===== config.mk =====
export PLATFORM = sky130hd
export DESIGN_NAME = muldiv_unit
export DESIGN_NICKNAME = d
export VERILOG_FILES = /design/src/rtl/muldiv_unit.sv
export SDC_FILE = /design/constraint.sdc
export NUM_CORES = 1
export LEC_CHECK = 0
export ABC_AREA = 0
export BUFFER_PORTS_ARGS = -buffer_cell sky130_fd_sc_hd__buf_4
export CAP_MARGIN = 15
export CORE_ASPECT_RATIO = 0.9
export CORE_MARGIN = 10
export CORE_UTILIZATION = 35
export CTS_BUF_LIST = sky130_fd_sc_hd__clkbuf_8
export DETAILED_ROUTE_END_ITERATION = 6
export PLACE_DENSITY_LB_ADDON = 0.05
export SKIP_CTS_REPAIR_TIMING = 1
export SYNTH_ARGS = -nofsm -noshare
export SYNTH_HDL_FRONTEND = slang
export SYNTH_SLANG_ARGS = --single-unit
export TNS_END_PERCENT = 5

===== constraint.sdc =====
create_clock -name clock -period 9.7 [get_ports clock]
set_clock_uncertainty 0.2 [all_clocks]
set_input_delay 1.94 -clock clock [delete_from_list [all_inputs] [get_ports clock]]
set_output_delay 1.94 -clock clock [all_outputs]
set_load 0.03 [all_outputs]

===== src/rtl/muldiv_unit.sv =====
// Multi-cycle unsigned multiply/divide unit for the EX stage.
// MUL uses shift-add and DIV uses restoring division. Both retire one bit per clock.
// Results, the remainder and the flag are registered, and change only when the
// DONE state retires.
//
// state  | meaning
// -------+-----------------------------------------------------------
// S_IDLE | waiting for start with a valid func
// S_MUL  | shift-add iterations, one multiplier bit per clock
// S_DIV  | restoring iterations, one quotient bit per clock
// S_DONE | publish result/remainder/flag, pulse done, return to idle
module muldiv_unit #(
  parameter int WIDTH = 32
) (
  input  logic             clock,
  input  logic             reset,
  input  logic             start,
  input  logic [5:0]       func,
  input  logic [WIDTH-1:0] data_a,
  input  logic [WIDTH-1:0] data_b,
  output logic             busy,
  output logic             done,
  output logic [WIDTH-1:0] result,
  output logic [WIDTH-1:0] remainder,
  output logic [2:0]       flag
);

  localparam logic [5:0] FUNC_MUL = 6'b000010;
  localparam logic [5:0] FUNC_DIV = 6'b000001;
  localparam int         CW       = $clog2(WIDTH);
  localparam logic [CW-1:0] CNT_LOAD = CW'(WIDTH - 1);

  localparam logic [2:0] FLAG_OK   = 3'b000;
  localparam logic [2:0] FLAG_DIV0 = 3'b010;
  localparam logic [2:0] FLAG_OVF  = 3'b011;

  typedef enum logic [1:0] {S_IDLE, S_MUL, S_DIV, S_DONE} state_t;

  state_t           state;
  logic [WIDTH-1:0] operand_b;  // multiplicand or divisor
  logic [WIDTH-1:0] acc_hi;     // product upper half or partial remainder
  logic [WIDTH-1:0] acc_lo;     // multiplier/product low half or dividend/quotient
  logic [CW-1:0]    bit_cnt;    // down-counter, terminal count at zero
  logic             is_mul;
  logic [2:0]       flag_pend;  // flag decided at acceptance (divide-by-zero)

  logic [WIDTH:0]   mul_sum;
  logic [WIDTH:0]   div_diff;
  logic [WIDTH-1:0] div_shift;

  // One iteration of shift-add and of restoring division, from the current accumulator.
  always_comb begin
    mul_sum   = {1'b0, acc_hi} + (acc_lo[0] ? {1'b0, operand_b} : {(WIDTH+1){1'b0}});
    div_shift = {acc_hi[WIDTH-2:0], acc_lo[WIDTH-1]};
    // The borrow out of this subtraction means the trial remainder is below the divisor.
    div_diff  = {acc_hi, acc_lo[WIDTH-1]} - {1'b0, operand_b};
  end

  // Sequencer, datapath registers and registered outputs.
  always_ff @(posedge clock or posedge reset) begin
    if (reset) begin
      state     <= S_IDLE;
      operand_b <= '0;
      acc_hi    <= '0;
      acc_lo    <= '0;
      bit_cnt   <= '0;
      is_mul    <= 1'b0;
      flag_pend <= FLAG_OK;
      busy      <= 1'b0;
      done      <= 1'b0;
      result    <= '0;
      remainder <= '0;
      flag      <= FLAG_OK;
    end else begin
      done <= 1'b0;
      case (state)
        S_IDLE: begin
          if (start && (func == FUNC_MUL || func == FUNC_DIV)) begin
            busy      <= 1'b1;
            operand_b <= data_b;
            acc_hi    <= '0;
            acc_lo    <= data_a;
            bit_cnt   <= CNT_LOAD;
            is_mul    <= (func == FUNC_MUL);
            flag_pend <= FLAG_OK;
            if (func == FUNC_MUL) begin
              state <= S_MUL;
            end else if (data_b == '0) begin
              // Skip the iterations. The quotient is 0 and the dividend is the remainder.
              acc_hi    <= data_a;
              acc_lo    <= '0;
              flag_pend <= FLAG_DIV0;
              state     <= S_DONE;
            end else begin
              state <= S_DIV;
            end
          end
        end
        S_MUL: begin
          acc_hi <= mul_sum[WIDTH:1];
          acc_lo <= {mul_sum[0], acc_lo[WIDTH-1:1]};
          if (bit_cnt == '0) begin
            busy  <= 1'b0;
            state <= S_DONE;
          end else begin
            bit_cnt <= bit_cnt - 1'b1;
          end
        end
        S_DIV: begin
          if (!div_diff[WIDTH]) begin
            acc_hi <= div_diff[WIDTH-1:0];
            acc_lo <= {acc_lo[WIDTH-2:0], 1'b1};
          end else begin
            acc_hi <= div_shift;
            acc_lo <= {acc_lo[WIDTH-2:0], 1'b0};
          end
          if (bit_cnt == '0) begin
            busy  <= 1'b0;
            state <= S_DONE;
          end else begin
            bit_cnt <= bit_cnt - 1'b1;
          end
        end
        S_DONE: begin
          busy      <= 1'b0;
          done      <= 1'b1;
          result    <= acc_lo;
          remainder <= acc_hi;
          if (is_mul) flag <= (acc_hi != '0) ? FLAG_OVF : FLAG_OK;
          else        flag <= flag_pend;
          state     <= S_IDLE;
        end
        default: state <= S_IDLE;
      endcase
    end
  end

endmodule


==> impl_results.md <==
* Status: completed
* CP Data Arrival Time at 5000 ps
* Adder-Cell Fraction of Synth Area at 7.840%
* Hold Path Origin: flag_pend[1]
* Largest family of logic cells by synthesized area: compound AO/OA/AOI/OAI gates
* Critical Path Fanout Max at 38
* Final net count at 1534
* Dominant synthesized flop cell: dfrtp_1
* Final Wtd Congestion at 0.8316
* Area grow syn2layout at 16.03%
* FILL cells at 3343
* Final period util at 49.16%
* Fin Setup TNS at 0 ps
* Worst vdd rail ir drop at 0.0002003 V
* Port Buf Inserts at 140
* Initial antenna violation count at 0
* Multiplexer share of the synthesized area at 11.75%
* DR vias at 10190
* Layout cells sized above 1 at 22.71%
* Die ar. at 41600 um2
* CTS tree: built
* P per Cell Area at 393.7 nW/um2
* Crit-path leading delay family: compound AO/OA/AOI/OAI gates
* Syn Std Cell Area at 11840 um2
* Final hold violations at 0
* Crit path largest cell delay at 640 ps
* CORE AREA at 33190 um2
* Post-Syn Nets at 1439
* Ys async rst share at 100.0%
* Top cell type's share of synthesized area at 36.56%
* Post-synth top cells: dfrtp_1, nand2_1, mux2_2
* Total GRT Usage at 19.03%
* XOR/XNOR share of the synthesized area at 4.723%
* Hold/Removal Path Class: reg -> reg
* Io pins at 142
* Drt first-iter violations at 644
* H-tree depth at 4
* Vias in the first global route at 10160
* Mean routed wirelength per cell at 21.19 um
* Top cells by area, synth: dfrtp_1, mux2_2, ha_1
* Avg Inst Size Synth at 9.158 um2
* Final Slew Violations at 0
* Setup Viol. Count Final at 0
* Tightest Pin Transition at 1058 ps
* Largest net degree at the start of global routing at 69
* Synthesized netlist cell count at 1293
* Die H at 194.5 um
* Site Rows at 63
* Critical path startpoint: acc_lo[31]
* Fmax at 209.7 MHz
* Crit end category: register
* Critical path class: reg -> reg
* Die Span X at 213.9 um
* First-pass GRT wire length at 61.73 mm
* Routed vias/inst at 5.491
* N_diodes at 0
* Lkg Pwr at 0.005989 uW
* Worst slack at placement at 4497 ps
* RSZ-0062 raised after global routing: no
* Post-Synth Simple-Gate Area at 13.36%
* Max-cap viol count at 0
* Clock Tree Buf Depth at 2
* Final min period at 4768 ps
* Synth unique cells at 67
* Yosys top cell by area: dfrtp_1
* Post-synth EDFFs at 0
* Bufs and invs on worst path at 3
* Compound-Gate Fraction of Synth Area at 21.29%
* Clk pin slew, worst setup/hold paths at 100 ps
* Number of antenna-violating nets in the routed design at 0
* CP required at 9930 ps
* Slew HR at 29.48%
* Crit path max-delay cell type: or4_1
* Top-count cell post-synth: dfrtp_1
* Register bit count reported by yosys at 173
* DR DRC count at 0
* FF-to-FF Start: acc_lo[31]
* Clock sinks at 173
* GRT overflow at 0
* Register area share after synthesis at 36.56%
* CP Cell Sequence: inv_1 > ha_1 > inv_1 > fa_1 > a211oi_1 > o311ai_2 > a21oi_2 > o31ai_4 > a21oi_2 > o21ai_4 > xor2_4 > buf_4 > nand2_1 > or4_1 > a21oi_1
* DRT Wirelength at 39.30 mm
* Clk_lat worst skew at 510 ps
* Starting density of the core at 35.68%
* Yosys warns at 0
* 1st-pass router iterations at 5
* Hpwl dp at 28.80 mm
* Clk root buf: clkbuf_8
* Startpoint types: register
* Post-route setup slack at 4932 ps
* CTS buffer count at 17
## tightest hold or removal path, cell delays in order, from the launching register on
cell and delay, ps:
dfrtp_1 350, nand2_1 50, o21ai_0 60
## stage by stage
| step | hold WS [ps] | utilization, % | power [uW] | instance area, um2 | instances |
|---|---|---|---|---|---|
| after floorplan | 250.8 | - | 3805 | 11840 | 1293 |
| after global placement | 263.7 | 40.06 | 4815 | 13290 | 1824 |
| after detailed placement | 273.7 | 40.06 | 4823 | 13290 | 1824 |
| after CTS | 297.3 | 41.40 | 5444 | 13740 | 1855 |
| after global routing | 323.8 | 41.40 | 5873 | 13740 | 1855 |
| final | 292.4 | 41.40 | 5409 | 13740 | 1855 |
## registers in the layout, indices dropped and copies added, names as in the netlist
signal     count
busy           1
flag_pend      1
is_mul         1
bit_cnt        5
acc_hi        32
operand_b     32
remainder     32
done           1
state          2
result        32
flag           2
acc_lo        32
## report_power, final
group | internal [uW] | switching [uW] | leakage, uW
logic | 1380 | 2050 | 0.00361
clock network | 297 | 302 | 0.000225
registers | 1030 | 358 | 0.00215
total | 2700 | 2710 | 0.00599
## cell families after synthesis
logic type,Yosys count
and+or+nand+nor,341
buffers and inverters,133
other,1
xor gates and xnor gates,63
muxes,124
DFF,173
adders and majority gates,73
AOI/OAI and AO/OA,385
## layout by cell type (no fill, tap or decap), drive strengths merged, types with 44 or more instances in the layout
cell type,netlist,routed
nand2,123,123
inv,56,58
a31oi,44,44
a21oi,85,85
ha,71,71
mux2,120,120
nor2,90,90
dfrtp,173,173
buf,13,153
o21ai,84,84
## final timing paths
kind / end / slack (ps) / depth (start not counted)
worst max register to register: acc_hi[30] / 4930 / 15
max in group asynchronous: operand_b[24] / 6730 / 3
worst min register to register: flag_pend[1] / 290 / 2
min in group asynchronous: result[7] / 1290 / 2
worst min-delay path: flag_pend[1] / 290 / 2
worst max-delay path: acc_hi[30] / 4930 / 15
## final cells by class
type / instances / area [um2] / area share (%)
Tap cell: 455 / 569.3 / 4.144
Sequential cell: 173 / 4329 / 31.51
Multi-Input combinational cell: 987 / 7032 / 51.18
Clock inverter: 12 / 183.9 / 1.339
Inverter: 56 / 215.2 / 1.566
Clock buffer: 19 / 261.5 / 1.903
Timing Repair Buffer: 153 / 1149 / 8.360
## layer usage
metal	wire [um]	track usage (%)	part of all wire (%)
met1	18090	25.58	46
met2	19270	31.16	49
met3	1458	3.153	3.7
met4	480	4.311	1.2
met5	0	0	0
(Power assumes the default switching activity.)
